<file path="src/rtl/usb_pkg.sv">
// USB constants shared by the send and receive paths, plus the one-bit CRC16 update.
package usb_pkg;

    localparam logic [15:0] USB_CRC16_POLY_REFL = 16'hA001;
    localparam logic [15:0] USB_CRC16_INIT      = 16'hFFFF;
    localparam logic [15:0] USB_CRC16_RESIDUAL  = 16'hB001;

    // One LSB-first step of the reflected CRC16 register.
    function automatic logic [15:0] crc16_step(input logic [15:0] crc, input logic d);
        logic [15:0] w_shift;
        w_shift = {1'b0, crc[15:1]};
        if (crc[0] ^ d) w_shift = w_shift ^ USB_CRC16_POLY_REFL;
        return w_shift;
    endfunction

endpackage

</file>
<file path="src/rtl/usb_crc16.sv">
// USB CRC16 register consuming N bits per enabled cycle, bit 0 first.
// The output is the raw register, so a receiver can compare it against USB_CRC16_RESIDUAL.
module usb_crc16 #(
    parameter int N = 1
) (
    input  logic         clk,
    input  logic         rst0_sync,
    input  logic         en,
    input  logic         clr,
    input  logic [N-1:0] data,
    output logic [15:0]  crc
);
    import usb_pkg::*;

    logic [15:0] r_crc;
    logic [15:0] w_crc_next;

    // NOTE: w_crc_next is given a default before the loop, so no latch is inferred.
    always_comb begin
        w_crc_next = r_crc;
        for (int i = 0; i < N; i++) begin
            w_crc_next = crc16_step(w_crc_next, data[i]);
        end
    end

    always_ff @(posedge clk) begin
        if (!rst0_sync) begin
            r_crc <= USB_CRC16_INIT;
        end else if (clr) begin
            r_crc <= USB_CRC16_INIT;
        end else if (en) begin
            r_crc <= w_crc_next;
        end
    end

    assign crc = r_crc;

endmodule

</file>
<file path="src/rtl/usb_fifo_snd.sv">
// USB transmit FIFO: wide writes, narrow reads, a replay mark for retries,
// and a CRC16 over the bits read since the last commit or rewind.
module usb_fifo_snd #(
    parameter int ADDR_WIDTH  = 4,
    parameter int WDATA_WIDTH = 3,
    parameter int RDATA_WIDTH = 0
) (
    input  logic                        clk,
    input  logic                        rst0_sync,
    input  logic                        wr_en,
    input  logic [(1<<WDATA_WIDTH)-1:0] wr_data,
    input  logic                        rd_en,
    output logic [(1<<RDATA_WIDTH)-1:0] rd_data,
    output logic                        fifo_full,
    output logic                        fifo_empty,
    input  logic                        pkt_commit,
    input  logic                        pkt_rewind,
    output logic [ADDR_WIDTH:0]         fifo_level,
    output logic [15:0]                 crc16
);
    import usb_pkg::*;

    localparam int FIFO_LENGTH = 1 << ADDR_WIDTH;
    localparam int W           = 1 << WDATA_WIDTH;
    localparam int R           = 1 << RDATA_WIDTH;
    localparam logic [ADDR_WIDTH:0] W_STEP     = (ADDR_WIDTH+1)'(W);
    localparam logic [ADDR_WIDTH:0] R_STEP     = (ADDR_WIDTH+1)'(R);
    localparam logic [ADDR_WIDTH:0] FULL_LIMIT = (ADDR_WIDTH+1)'(FIFO_LENGTH - W);

    logic [FIFO_LENGTH-1:0] r_mem;
    logic [ADDR_WIDTH:0]    r_wr_addr;
    logic [ADDR_WIDTH:0]    r_rd_addr;
    logic [ADDR_WIDTH:0]    r_mark;
    logic                   w_wr_ok;
    logic                   w_rd_ok;
    logic                   w_crc_clr;
    logic [15:0]            w_crc_reg;

    // Fullness is measured from the mark so uncommitted bits stay replayable.
    assign fifo_level = r_wr_addr - r_mark;
    assign fifo_full  = fifo_level > FULL_LIMIT;
    assign fifo_empty = r_rd_addr == r_wr_addr;
    assign rd_data    = r_mem[r_rd_addr[ADDR_WIDTH-1:0] +: R];

    assign w_wr_ok   = wr_en && !fifo_full;
    assign w_crc_clr = pkt_commit || pkt_rewind;
    assign w_rd_ok   = rd_en && !fifo_empty && !w_crc_clr;

    // NOTE: the storage is small and flop-based, so it is cleared by reset to give a defined rd_data.
    always_ff @(posedge clk) begin
        if (!rst0_sync) begin
            r_mem     <= '0;
            r_wr_addr <= '0;
            r_rd_addr <= '0;
            r_mark    <= '0;
        end else begin
            if (w_wr_ok) begin
                r_mem[r_wr_addr[ADDR_WIDTH-1:0] +: W] <= wr_data;
                r_wr_addr <= r_wr_addr + W_STEP;
            end
            if (pkt_rewind) begin
                r_rd_addr <= r_mark;
            end else if (pkt_commit) begin
                r_mark <= r_rd_addr;
            end else if (w_rd_ok) begin
                r_rd_addr <= r_rd_addr + R_STEP;
            end
        end
    end

    usb_crc16 #(
        .N(R)
    ) u_crc16 (
        .clk       (clk),
        .rst0_sync (rst0_sync),
        .en        (w_rd_ok),
        .clr       (w_crc_clr),
        .data      (rd_data),
        .crc       (w_crc_reg)
    );

    assign crc16 = ~w_crc_reg;

endmodule

</file>
<file path="config.mk">
export PLATFORM = sky130hd
export DESIGN_NAME = usb_fifo_snd
export DESIGN_NICKNAME = d
export VERILOG_FILES = /design/src/rtl/usb_pkg.sv /design/src/rtl/usb_crc16.sv /design/src/rtl/usb_fifo_snd.sv
export SDC_FILE = /design/constraint.sdc
export NUM_CORES = 1
export LEC_CHECK = 0
export BUFFER_PORTS_ARGS = -buffer_cell sky130_fd_sc_hd__buf_2
export CAP_MARGIN = 20
export CORE_AREA = 10 10 72 86
export CTS_CLUSTER_DIAMETER = 80
export DETAILED_ROUTE_END_ITERATION = 8
export DIE_AREA = 0 0 82 96
export GPL_TIMING_DRIVEN = 0
export PLACE_DENSITY = 0.78
export SETUP_SLACK_MARGIN = 0.05
export SLEW_MARGIN = 20
export SYNTH_ARGS = -nofsm -noshare
export SYNTH_HDL_FRONTEND = slang
export SYNTH_SLANG_ARGS = --single-unit
</file>
<file path="constraint.sdc">
create_clock -name clk -period 2.4 [get_ports clk]
set_input_delay 0.12 -clock clk [delete_from_list [all_inputs] [get_ports clk]]
set_output_delay 0.12 -clock clk [all_outputs]
set_load 0.02 [all_outputs]
</file>
======== Word level (Yosys, flattened, before mapping) ========
Cells that the tools add are included.
storage, ports and cells
  flip-flop bits (word level) ............. 47
  input bits .............................. 14
  output and inout bits ................... 24
  word-level logic and storage cells ...... 36
operators by class
  add/sub/neg operators ................... 4
  $lt $le $gt $ge ......................... 1
  equal/unequal tests ..................... 2
  shifts and indexed selects .............. 3
  mux-type cells .......................... 5
  bitwise logic cells ..................... 5
  reduce and logical (&&, ||, !) cells .... 11
operators by type and width
  cell                                                   count
  bitwise mux 16 bit                                     1
  2-to-1 mux 16 bit                                      1
  inverter 16 bit                                        1
  variable shift 8 x 6 -> 16 bit (first input constant)  1
  variable part select 16 x 5 -> 1 bit                   1
  variable part select 8 x 6 -> 16 bit                   1
  2-to-1 mux 5 bit                                       3
  negation 4 -> 6 bit                                    1
  adder 5 x 1 -> 5 bit (second input constant)           1
  adder 5 x 4 -> 5 bit (second input constant)           1
  equality test 5 bit                                    1
  > comparator 5 x 4 -> 1 bit (second input constant)    1
  subtractor 5 bit                                       1
  AND reduction 2 bit                                    2
  logical AND 1 bit                                      3
  logical NOT 1 bit                                      3
  inverter 2 -> 3 bit                                    1
  != test 2 x 1 -> 1 bit (second input constant)         1
  inverter 1 bit                                         2
  nonzero test 2 bit                                     1
  OR reduction 2 bit                                     1
  logical OR 1 bit                                       1
  XOR 1 bit                                              1

======== Longest topological paths before layout ========
Gate-level depths: netlist (run 1).
  depth after elaboration ................. 7
  depth in mapped cells ................... 10
  gate-level depth less buffers ........... 7

======== Hierarchy ========
A second synthesis (run 1) with hierarchy kept.
unflattened totals
  cells, all modules ...................... 244
  area total of the unflattened synthesis .. 2,258.4 um^2
by module, submodules not included
  module        times used  cells an instance  area each (um^2)  sequential area each (um^2)
  usb_fifo_snd  1           173                1,556.5           560.5
  usb_crc16     1           71                 701.9             320.3

======== Worst setup path after synthesis (run 1) ========
Ideal clock, no wire load.
  path type ............................... register to register
  start point ............................. reg r_mark[0]
  end point ............................... reg r_wr_addr[4]
  library setup time ...................... 0.115 ns
  data arrival time ....................... 1.986 ns
  required time ........................... 2.285 ns
  slack ................................... 0.299 ns
  cell stages (with the launch flop) ...... 9
  path buffers ............................ 1
  clock period less this slack ............ 2.101 ns
  cell sequence ........................... dfxtp_1 > inv_1 > ha_1 > and3b_1 > or3_4 > a2111o_1 > buf_6 > xnor2_1 > and2_1
between the ends
  word-level cells in the longest chain between the ends .. 4
ends and longest elaborated chain
  what                         RTL line            source
  from (decl)                  usb_fifo_snd.sv:33  logic [ADDR_WIDTH:0] r_mark;
  from (signal assigned)       usb_fifo_snd.sv:64  r_mark <= r_rd_addr;
  subtractor 5 bit             usb_fifo_snd.sv:40  assign fifo_level = r_wr_addr - r_mark;
  > comparator 5 x 4 -> 1 bit  usb_fifo_snd.sv:41  assign fifo_full = fifo_level > FULL_LIMIT;
  logical NOT 1 bit            usb_fifo_snd.sv:45  assign w_wr_ok = wr_en && !fifo_full;
  logical AND 1 bit            usb_fifo_snd.sv:45
  to (signal assigned)         usb_fifo_snd.sv:59  r_wr_addr <= r_wr_addr + W_STEP;
  to (decl)                    usb_fifo_snd.sv:31  logic [ADDR_WIDTH:0] r_wr_addr;
Every way passes these cells.
A chain may end at the register's enable or synchronous reset.

======== Final worst setup path (run 1) ========
  start point ............................. reg r_mark[3]
  end point ............................... reg r_mem[7]
between the ends
  word-level cells in the longest chain between the ends .. 4
ends and longest elaborated chain
  what                             RTL line            source
  subtractor 5 bit                 usb_fifo_snd.sv:40
  > comparator 5 x 4 -> 1 bit      usb_fifo_snd.sv:41
  logical NOT 1 bit                usb_fifo_snd.sv:45
  logical AND 1 bit                usb_fifo_snd.sv:45
  to (signal, indexed assignment)  usb_fifo_snd.sv:58  r_mem[r_wr_addr[ADDR_WIDTH-1:0] +: W] <= wr_data;
  to (decl)                        usb_fifo_snd.sv:30  logic [FIFO_LENGTH-1:0] r_mem;
Every way passes these cells.

==> flow_summary.json, run 1 <==
{
  "slowest_stage": "a2111oi_4",
  "clk_latency_ps": 300,
  "cts-root-buf": "clkbuf_8",
  "dr_wl_met3_um": 396,
  "remaining_drc_errors": 0,
  "tightest_slew_ps": 424,
  "area.growth.synth_to_final_pct": 18.7,
  "die-area_um2": 7870,
  "seq_area_um2": 885,
  "r2r_end": "r_mem[7]$_SDFFE_PN0P_",
  "gp_congestion": 0.829,
  "critPathMaxStageDelay_ps": 400,
  "wl_met1_mm": 1.94,
  "cts_tree": "yes",
  "dpl_cell_area_um2": 2440,
  "ys_seq_area_share_pct": 40.3,
  "postSynthCellCount": 237,
  "finClkSkew_ps": 5.74,
  "p_switching_w": 0.000471,
  "required_ps": 2600,
  "highest_layer": "met4",
  "syn_avg_cell_area_um2": 9.22,
  "initial_core_util_pct": 48.3,
  "pre_cts_ws_ps": 82.2,
  "power.share.sequential_pct": 45.0,
  "die_w_um": 82,
  "drt_pass1_iterations": 4,
  "yosysWarningCount": 0,
  "status": "complete, no violations",
  "comb_power_share_pct": 19.9,
  "ir_worst_vdd_mv": 0.274,
  "synth_edf_count": 0,
  "clkTransAtPathRegs_ps": 80,
  "vias": 1749,
  "antenna_cells": 0,
  "stdcell_area_um2": 2590,
  "yosys.area.top_type": "dfxtp_1",
  "maxSlewHeadroom_pct": 71.7,
  "drive_above_1_share_pct": 21.9,
  "synth_common_cells": "44 x dfxtp_1, 27 x nand2_1, 26 x inv_1, 23 x nor2b_1, 19 x mux2i_1",
  "finalWorstSetupSlack_ps": 150,
  "syn_nets": 256,
  "postCtsSetupBuffers": 0,
  "p_leak_nw": 1.35,
  "end_kind": "register",
  "drt_iter0_markers": 55,
  "p_sw_share_pct": 26.8,
  "synth.cell_area_um2": 2190,
  "finalHoldViolations": 0,
  "numCtsBuffers": 5,
  "grt_pass1_wl_mm": 7.65,
  "wirelength_mm": 4.86,
  "grt.overflow.total": 0,
  "crit_type": "register to register",
  "wl_per_cell_um": 14.2,
  "setup-tns-final_ps": 0,
  "clock_power_share_pct": 35.0,
  "synth_area_leaders": "dfxtp_1 40%, mux2i_1 8.7%, nor2b_1 6.6%, o211ai_1 4.8%, nand2_1 4.6%",
  "hp-start": "wr_data[4]",
  "slew_violations": 0,
  "hpwl_mm": 3.66,
  "rsz0062_at_grt": "no",
  "coreArea_um2": 4530,
  "grt_max_degree": 14,
  "ys.flop_type": "dfxtp_1",
  "fp.dieH_um": 96,
  "htree_levels": 2,
  "grt_usage_pct": 12.5,
  "power.total_w": 0.00175,
  "crit_chain": "inv_1, ha_1, and3b_1, or3_4, a2111oi_4, buf_4, mux2i_1, nor2b_1",
  "multiInputGateArea_um2": 1140,
  "setup_viol": 0,
  "hold_depth": 3,
  "yosys.area.top_type_share_pct": 40.3,
  "p_per_area_nw_per_um2": 676,
  "finalCriticalPeriod_ps": 2250,
  "rows": 27,
  "holdPathEnd": "r_mem[12]$_SDFFE_PN0P_",
  "cp.arrival_ps": 2450,
  "ctsLongestPathBuffers": 2,
  "antenna_found_initial": 0,
  "synth.distinct_cells": 39,
  "r2r_cells": 8,
  "p_int_w": 0.00128,
  "port_buffers": 37,
  "wl_met2_mm": 2.39,
  "min_path_type": "input port to register",
  "r2r_slack_ps": 150,
  "viasPerCell": 5.13,
  "critPathMaxFanout": 4,
  "grt_pass1_vias": 1705,
  "synth_most_common_cell": "dfxtp_1",
  "n_fill_cell": 413,
  "cts_num_sinks": 44,
  "final_nets": 301,
  "setup.worst_path.start_class": "register",
  "r2r-start": "r_mark[3]$_SDFFE_PN0P_",
  "synthArstFlopShare_pct": 0,
  "timing.final.crit_share_pct": 93.8,
  "max_cap_viol_count": 0,
  "io_pins": 38,
  "ant_nets": 0,
  "ys_ff_latch": 44,
  "max_freq_ghz": 0.444
}
## logic make-up (layout without fill, tap and decap cells)
kind of cell    Yosys count  in the layout  share of synthesized area [%]
buf+inv                  42             88                           8.30
mux                      24             24                           13.3
flops                    44             44                           40.3
simple gates             75             75                           18.2
xor+xnor                 11             11                           5.04
fa+ha+maj                 5              5                           2.86
compound gates           36             36                           12.0
## placed cells by master, fill, tap and decap left out, drive strengths merged, types with 2 or more instances in the layout
cell type,Yosys,layout
a21oi,2,2
a22oi,2,2
a31oi,2,2
and2,9,9
and3b,2,2
buf,8,46
clkbuf,8,15
dfxtp,44,44
ha,5,5
inv,26,26
mux2i,19,19
mux4,4,4
nand2,27,27
nand2b,3,3
nand3,3,3
nor2,3,3
nor2b,23,23
nor3,2,2
o211ai,14,14
o21ai,8,8
xnor2,6,6
xor2,4,4
## worst max-delay path: cells and delay by family, from the launching register on
family                   cells  cell delay (ps)
adder cells (fa/ha/maj)      1              300
buffers and inverters        2              300
flip-flops                   1              350
AO/OA/AOI/OAI                1              400
AND/OR/NAND/NOR              3              600
multiplexers                 1              200
## registers in the layout (all words and copies together), names as in the netlist
name / count
r_mark: 5
r_mem: 16
r_rd_addr: 5
r_wr_addr: 2
u_crc16.crc: 16
## what timing repair did
item	4_1_cts	5_1_grt
setup endpoints to repair	0	10
resized for setup	0	6
hold buffers	0	0
## cell type report
class                      count  share of cell area, %
multi-input combinational    151                   43.8
sequential                    44                   34.1
timing repair buffer          38                   7.43
inverter                      26                   3.76
clock buffer                   7                   3.71
buffer                        16                   3.23
tap                           58                   2.80
clock inverter                 1                   1.16
## worst max path at each step
stage                                 to              startpoint  cells past startpoint  slack (ps)
2_1_floorplan  r_wr_addr[4]$_SDFFE_PN0P_  r_mark[0]$_SDFFE_PN0P_                      8         300
3_3_place_gp       r_mem[1]$_SDFFE_PN0P_  r_mark[0]$_SDFFE_PN0P_                      8         180
3_5_place_dp       r_mem[3]$_SDFFE_PN0P_  r_mark[0]$_SDFFE_PN0P_                      8          80
4_1_cts            r_mem[3]$_SDFFE_PN0P_  r_mark[0]$_SDFFE_PN0P_                      8          80
5_1_grt            r_mem[5]$_SDFFE_PN0P_  r_mark[3]$_SDFFE_PN0P_                      8          50
6_report           r_mem[7]$_SDFFE_PN0P_  r_mark[3]$_SDFFE_PN0P_                      8         150
## layer usage
metal / vias up / track usage, %
li1: 878 / -
met1: 825 / 12.8
met2: 37 / 22.1
met3: 9 / 3.92
met4: 0 / 6.53
met5: - / 0
## power groups by stage
stage	registers (W)	logic (W)	clock network, W
3_3_place_gp	0.000803	0.000329	0
4_1_cts	0.000788	0.000339	0.000626
2_1_floorplan	0.000798	0.000252	0
3_5_place_dp	0.000805	0.000338	0
5_1_grt	0.000794	0.000384	0.000653
6_report	0.000790	0.000350	0.000615
## per-stage QoR
| stage | hold slack [ps] | utilization [%] | std cells |
|---|---|---|---|
| 5_1_grt | 96.2 | 57.3 | 341 |
| 2_1_floorplan | 286 | - | 237 |
| 3_3_place_gp | 387 | 54.0 | 332 |
| 4_1_cts | 89.8 | 56.8 | 340 |
| 3_5_place_dp | 405 | 54.0 | 332 |
| 6_report | 91.7 | 57.3 | 341 |
No activity file was read; power rests on OpenSTA's default activity.
==> inputs of run 2 (changes only) <==
--- a/config.mk
+++ b/config.mk
@@ -5,14 +5,15 @@
 export SDC_FILE = /design/constraint.sdc
 export NUM_CORES = 1
 export LEC_CHECK = 0
-export BUFFER_PORTS_ARGS = -buffer_cell sky130_fd_sc_hd__buf_2
 export CAP_MARGIN = 20
-export CORE_AREA = 10 10 72 86
+export CORE_AREA = 2 2 64 78
 export CTS_CLUSTER_DIAMETER = 80
 export DETAILED_ROUTE_END_ITERATION = 8
-export DIE_AREA = 0 0 82 96
+export DIE_AREA = 0 0 66 80
+export DONT_BUFFER_PORTS = 1
 export GPL_TIMING_DRIVEN = 0
-export PLACE_DENSITY = 0.78
+export MAX_ROUTING_LAYER = met4
+export PLACE_DENSITY = 0.71
 export SETUP_SLACK_MARGIN = 0.05
 export SLEW_MARGIN = 20
 export SYNTH_ARGS = -nofsm -noshare
==> run 2 against run 1 <==
Effect of this change:
- register-to-register slack about the same
- hold slack worse by 84 ps
- via count down 6.4%
- flip-flop and latch count is the same
- cell count shrank 8.8%
- clock power about the same
- sequential share of layout area increased by 1.3 points
- die area down 33%
- first-iteration DRC count is the same
- critical path type unchanged
- clock-buffer cell count unchanged
- clock skew decreased by 2.7 ps
==> flow_summary.json, run 2 (same netlist as run 1, synthesis figures left out) <==
{
  "fp.dieH_um": 80,
  "n_fill_cell": 435,
  "p_per_area_nw_per_um2": 694,
  "finalHoldViolations": 0,
  "die_w_um": 66,
  "initial_core_util_pct": 48.3,
  "crit_chain": "ha_1, and3b_1, or3_4, a2111oi_4, buf_6, mux2i_1, nor2b_1",
  "setup-tns-final_ps": 0,
  "coreArea_um2": 4530,
  "grt_pass1_vias": 1587,
  "vias": 1637,
  "setup_viol": 0,
  "final_nets": 271,
  "drt_iter0_markers": 55,
  "required_ps": 2590,
  "min_path_type": "input port to register",
  "status": "complete, no violations",
  "slowest_stage": "dfxtp_1",
  "wirelength_mm": 4.39,
  "grt.overflow.total": 0,
  "max_cap_viol_count": 0,
  "io_pins": 38,
  "rows": 27,
  "p_leak_nw": 1.20,
  "gp_congestion": 0.800,
  "grt_pass1_wl_mm": 6.97,
  "critPathMaxFanout": 5,
  "cts-root-buf": "clkbuf_8",
  "htree_levels": 2,
  "wl_per_cell_um": 14.1,
  "finalCriticalPeriod_ps": 2250,
  "final_cell_mix": "43 x dfxtp_1, 26 x inv_1, 26 x nand2_1",
  "drt_pass1_iterations": 5,
  "cts_tree": "yes",
  "grt_usage_pct": 17.8,
  "ant_nets": 0,
  "viasPerCell": 5.26,
  "tightest_slew_ps": 501,
  "grt_max_degree": 14,
  "power.total_w": 0.00173,
  "crit_type": "register to register",
  "rsz0062_at_grt": "no",
  "antenna_cells": 0,
  "maxSlewHeadroom_pct": 66.4,
  "ir_worst_vdd_mv": 0.320,
  "finClkSkew_ps": 3.03,
  "critPathLaunch": "r_wr_addr[3]$_SDFFE_PN0P_",
  "end_kind": "register",
  "remaining_drc_errors": 0,
  "ctsLongestPathBuffers": 2,
  "antenna_found_initial": 0,
  "timing.final.crit_share_pct": 93.8,
  "clkTransAtPathRegs_ps": 80,
  "hpwl_mm": 3.16,
  "max_freq_ghz": 0.444,
  "cp.arrival_ps": 2440,
  "cts_num_sinks": 44,
  "cp_top_family": "simple AND/OR/NAND/NOR gates",
  "die-area_um2": 5280,
  "slew_violations": 0,
  "critPathMaxStageDelay_ps": 450,
  "setup.worst_path.start_class": "register",
  "hp-start": "wr_data[3]",
  "clk_latency_ps": 300,
  "final_common_cell": "dfxtp_1",
  "critPathBufInv": 1,
  "numCtsBuffers": 5,
  "port_buffers": 0,
  "r2r-start": "r_wr_addr[3]$_SDFFE_PN0P_",
  "drive_above_1_share_pct": 10.7,
  "area.growth.synth_to_final_pct": 13.9
}
-- run 2: layout make-up --
type | count | area (µm²) | area share (%)
tap | 58 | 72.6 | 2.92
inverter | 26 | 97.6 | 3.92
clock buffer | 7 | 96.3 | 3.87
sequential | 44 | 882 | 35.4
multi-input combinational | 151 | 1150 | 46.3
clock inverter | 1 | 30.0 | 1.21
buffer | 16 | 83.8 | 3.37
timing repair buffer | 8 | 75.1 | 3.02
-- run 2: worst paths after layout --
check	slack [ps]	to	cells past startpoint
min reg2reg	490	u_crc16.crc[8]$_SDFFE_PP1P_	2
max reg2reg	150	r_mem[7]$_SDFFE_PN0P_	7
min	8	r_mem[11]$_SDFFE_PN0P_	2
max	150	r_mem[7]$_SDFFE_PN0P_	7
-- run 2: routing by layer --
layer / GRT usage [%] / share of wire (%) / vias to the layer above / wire, µm
li1: - / - / 818 / -
met1: 18.5 / 41 / 756 / 1800
met2: 30.6 / 49 / 55 / 2170
met3: 5.50 / 7.8 / 8 / 344
met4: 7.96 / 1.8 / 0 / 78
met5: - / 0 / - / 0
-- run 2: through the flow --
| stage | setup WS, ps | area, µm² | utilization [%] | hold slack, ps | std cells |
|---|---|---|---|---|---|
| after floorplan | 299 | 2190 | - | 286 | 237 |
| after global placement | 54.3 | 2260 | 49.9 | 288 | 295 |
| after detailed placement | 23.8 | 2260 | 49.9 | 299 | 295 |
| after CTS | 127 | 2450 | 54.1 | 1.96 | 309 |
| after global routing | 71.2 | 2490 | 55.0 | 14.8 | 311 |
| final | 149 | 2490 | 55.0 | 8.13 | 311 |
-- run 2: what timing repair did --
item	4_1_cts	5_1_grt
hold buffers	6	0
gates cloned	0	1
endpoints found under the hold margin	11	0
gates resized for setup	1	6
pin swaps	0	2
endpoints found under the setup margin	8	9
buffers inserted	0	1
-- run 2: report_power, final --
group          internal, W  switching (W)
Combinational     0.000138       0.000188
Sequential        0.000765      0.0000239
Clock             0.000367       0.000245
Total              0.00127       0.000457
==> inputs of run 3 (changes only) <==
--- a/config.mk
+++ b/config.mk
@@ -6,10 +6,10 @@
 export NUM_CORES = 1
 export LEC_CHECK = 0
 export CAP_MARGIN = 20
-export CORE_AREA = 2 2 64 78
+export CORE_AREA = 2 2 65 79
 export CTS_CLUSTER_DIAMETER = 80
 export DETAILED_ROUTE_END_ITERATION = 8
-export DIE_AREA = 0 0 66 80
+export DIE_AREA = 0 0 67 81
 export DONT_BUFFER_PORTS = 1
 export GPL_TIMING_DRIVEN = 0
 export MAX_ROUTING_LAYER = met4
@@ -18,4 +18,5 @@
 export SLEW_MARGIN = 20
 export SYNTH_ARGS = -nofsm -noshare
 export SYNTH_HDL_FRONTEND = slang
+export SYNTH_HIERARCHICAL = 1
 export SYNTH_SLANG_ARGS = --single-unit
==> run 3 against run 2 <==
Effect of this change:
- the flow now finishes with violations (negative hold slack)
- hold slack got worse by 8.2 ps
- final area increased by 2.4%
- combinational power rose by 11%
==> flow_summary.json, run 3 <==
{
  "grt.overflow.total": 0,
  "ant_nets": 0,
  "drive_above_1_share_pct": 15.8,
  "n_fill_cell": 455,
  "grt_usage_pct": 16.9,
  "viasPerCell": 4.96,
  "critPathBufInv": 1,
  "critPathLaunch": "r_rd_addr[0]$_SDFFE_PN0P_",
  "ys_seq_area_share_pct": 39.0,
  "cts-root-buf": "clkbuf_8",
  "die_w_um": 67,
  "postSynthCellCount": 244,
  "cp_top_family": "multiplexers",
  "synth_most_common_cell": "dfxtp_1",
  "area.growth.synth_to_final_pct": 12.8,
  "finalCriticalPeriod_ps": 2260,
  "fp.dieH_um": 81,
  "final_core_util_pct": 53.5,
  "io_pins": 38,
  "numCtsBuffers": 5,
  "synth.distinct_cells": 38,
  "synth.cell_area_um2": 2260,
  "critPathMaxStageDelay_ps": 600,
  "final_cell_mix": "43 x nand2_1, 43 x dfxtp_1, 34 x mux2i_1",
  "ctsLongestPathBuffers": 2,
  "finalHoldViolations": 1,
  "antenna_cells": 0,
  "htree_levels": 2,
  "whs_ps": -0.0527,
  "finClkSkew_ps": 7.40,
  "max_cap_viol_count": 0,
  "final_nets": 278,
  "ir_worst_vdd_mv": 0.303,
  "grt_max_degree": 16,
  "antenna_found_initial": 0,
  "wl_per_cell_um": 12.9,
  "synth_common_cells": "44 x dfxtp_1, 43 x nand2_1, 34 x mux2i_1, 25 x inv_1, 15 x buf_4",
  "clkTransAtPathRegs_ps": 90,
  "synth_edf_count": 0,
  "cp.arrival_ps": 2460,
  "clk_latency_ps": 310,
  "yosys.area.top_type": "dfxtp_1",
  "synthArstFlopShare_pct": 0,
  "timing.final.crit_share_pct": 94.0,
  "setup-tns-final_ps": 0,
  "end_kind": "register",
  "hpwl_mm": 3.05,
  "syn_nets": 263,
  "highest_layer": "met4",
  "coreArea_um2": 4760,
  "initial_core_util_pct": 47.4,
  "drt_pass1_iterations": 4,
  "remaining_drc_errors": 0,
  "tightest_slew_ps": 719,
  "setup.worst_path.start_class": "register",
  "vias": 1587,
  "slew_violations": 0,
  "crit_chain": "buf_6, mux4_2, mux4_2, xnor2_2, xnor2_1, a211o_1",
  "wl_met2_mm": 2.09,
  "crit_type": "register to register",
  "status": "complete, but fails checks",
  "yosysWarningCount": 6,
  "wl_met1_mm": 1.85,
  "synth_area_leaders": "dfxtp_1 39%, mux2i_1 15%, nand2_1 7.1%, buf_4 5.0%, mux4_2 5.0%",
  "r2r-start": "r_rd_addr[0]$_SDFFE_PN0P_",
  "critPathMaxFanout": 7,
  "setup_viol": 0,
  "p_leak_nw": 1.15,
  "drt_iter0_markers": 55,
  "cts_tree": "yes",
  "rsz0062_at_grt": "no",
  "cts_num_sinks": 44,
  "port_buffers": 0,
  "p_per_area_nw_per_um2": 692,
  "crit_path_frequent_cell": "mux4_2",
  "max_freq_ghz": 0.443,
  "yosys.area.top_type_share_pct": 39.0,
  "maxSlewHeadroom_pct": 51.7,
  "gp_congestion": 0.771,
  "grt_pass1_vias": 1493,
  "die-area_um2": 5430,
  "syn_avg_cell_area_um2": 9.26,
  "min_path_type": "input port to register",
  "dr_wl_met3_um": 126,
  "rows": 28,
  "slowest_stage": "mux4_2",
  "required_ps": 2610,
  "wirelength_mm": 4.14,
  "ys_ff_latch": 44,
  "grt_pass1_wl_mm": 6.74,
  "hp-start": "wr_data[2]",
  "violations": "negative hold slack",
  "ys.flop_type": "dfxtp_1",
  "power.total_w": 0.00176
}
-- run 3: logic make-up (layout without fill, tap and decap cells) --
logic type	count (synthesis)	after routing	share of synthesized area, %
compound gates	19	19	5.98
xor+xnor	10	10	3.88
fa+ha+maj	5	5	2.77
buf+inv	51	67	11.8
flops	44	44	39.0
mux	39	39	20.1
simple gates	76	76	16.5
-- run 3: layout make-up --
type	instances	area (µm²)	share of cell area [%]
plain buffers	25	175	6.88
inverters	25	93.8	3.68
repair buffers	9	87.6	3.44
multi-input cells	149	1120	43.9
flip-flops and latches	44	882	34.6
well taps	60	75.1	2.95
clock inverters	3	46.3	1.82
clock buffers	5	68.8	2.70
-- run 3: path summary, 6_finish.rpt --
path	end	slack (ps)	depth (start not counted)
setup / recovery	u_crc16/crc[13]$_SDFFE_PP1P_	140	6
hold / removal	r_mem[2]$_SDFFE_PN0P_	-0.05	2
setup reg to reg	u_crc16/crc[13]$_SDFFE_PP1P_	140	6
hold reg to reg	r_mem[5]$_SDFFE_PN0P_	460	2
-- run 3: through the flow --
| step | area, µm² | worst slack [ps] | hold slack (ps) | instances |
|---|---|---|---|---|
| 2_1_floorplan | 2260 | 103 | 276 | 244 |
| 6_report | 2550 | 143 | -0.0527 | 320 |
| 3_3_place_gp | 2330 | -27.7 | 279 | 304 |
| 5_1_grt | 2550 | 64.5 | 12.1 | 320 |
| 4_1_cts | 2540 | 59.8 | 1.86 | 320 |
| 3_5_place_dp | 2330 | -40.6 | 282 | 304 |
-- run 3: worst reg2reg max path, cell delays in order, from the launching register on --
cell	delay, ps
dfxtp_2	340
buf_6	140
mux4_2	510
mux4_2	600
xnor2_2	190
xnor2_1	130
a211o_1	240
-- run 3: timing repair --
action                                  in CTS  in global routing
endpoints found under the setup margin       2                  2
gates cloned                                 0                  0
buffers inserted                             0                  1
gates resized for setup                      3                  1
hold buffers                                 8                  0
hold endpoints to repair                    16                  0
pin swaps                                    0                  3
-- run 3: routing by layer --
| metal | vias to the layer above | track usage, % |
|---|---|---|
| met5 | - | - |
| met4 | 0 | 6.53 |
| met3 | 6 | 4.43 |
| met2 | 29 | 27.8 |
| met1 | 740 | 19.5 |
| li1 | 812 | - |
-- run 3: report_power, final --
part / switching, W / internal [W]
combinational: 0.000197 / 0.000165
clock: 0.000274 / 0.000314
sequential: 0.0000349 / 0.000777
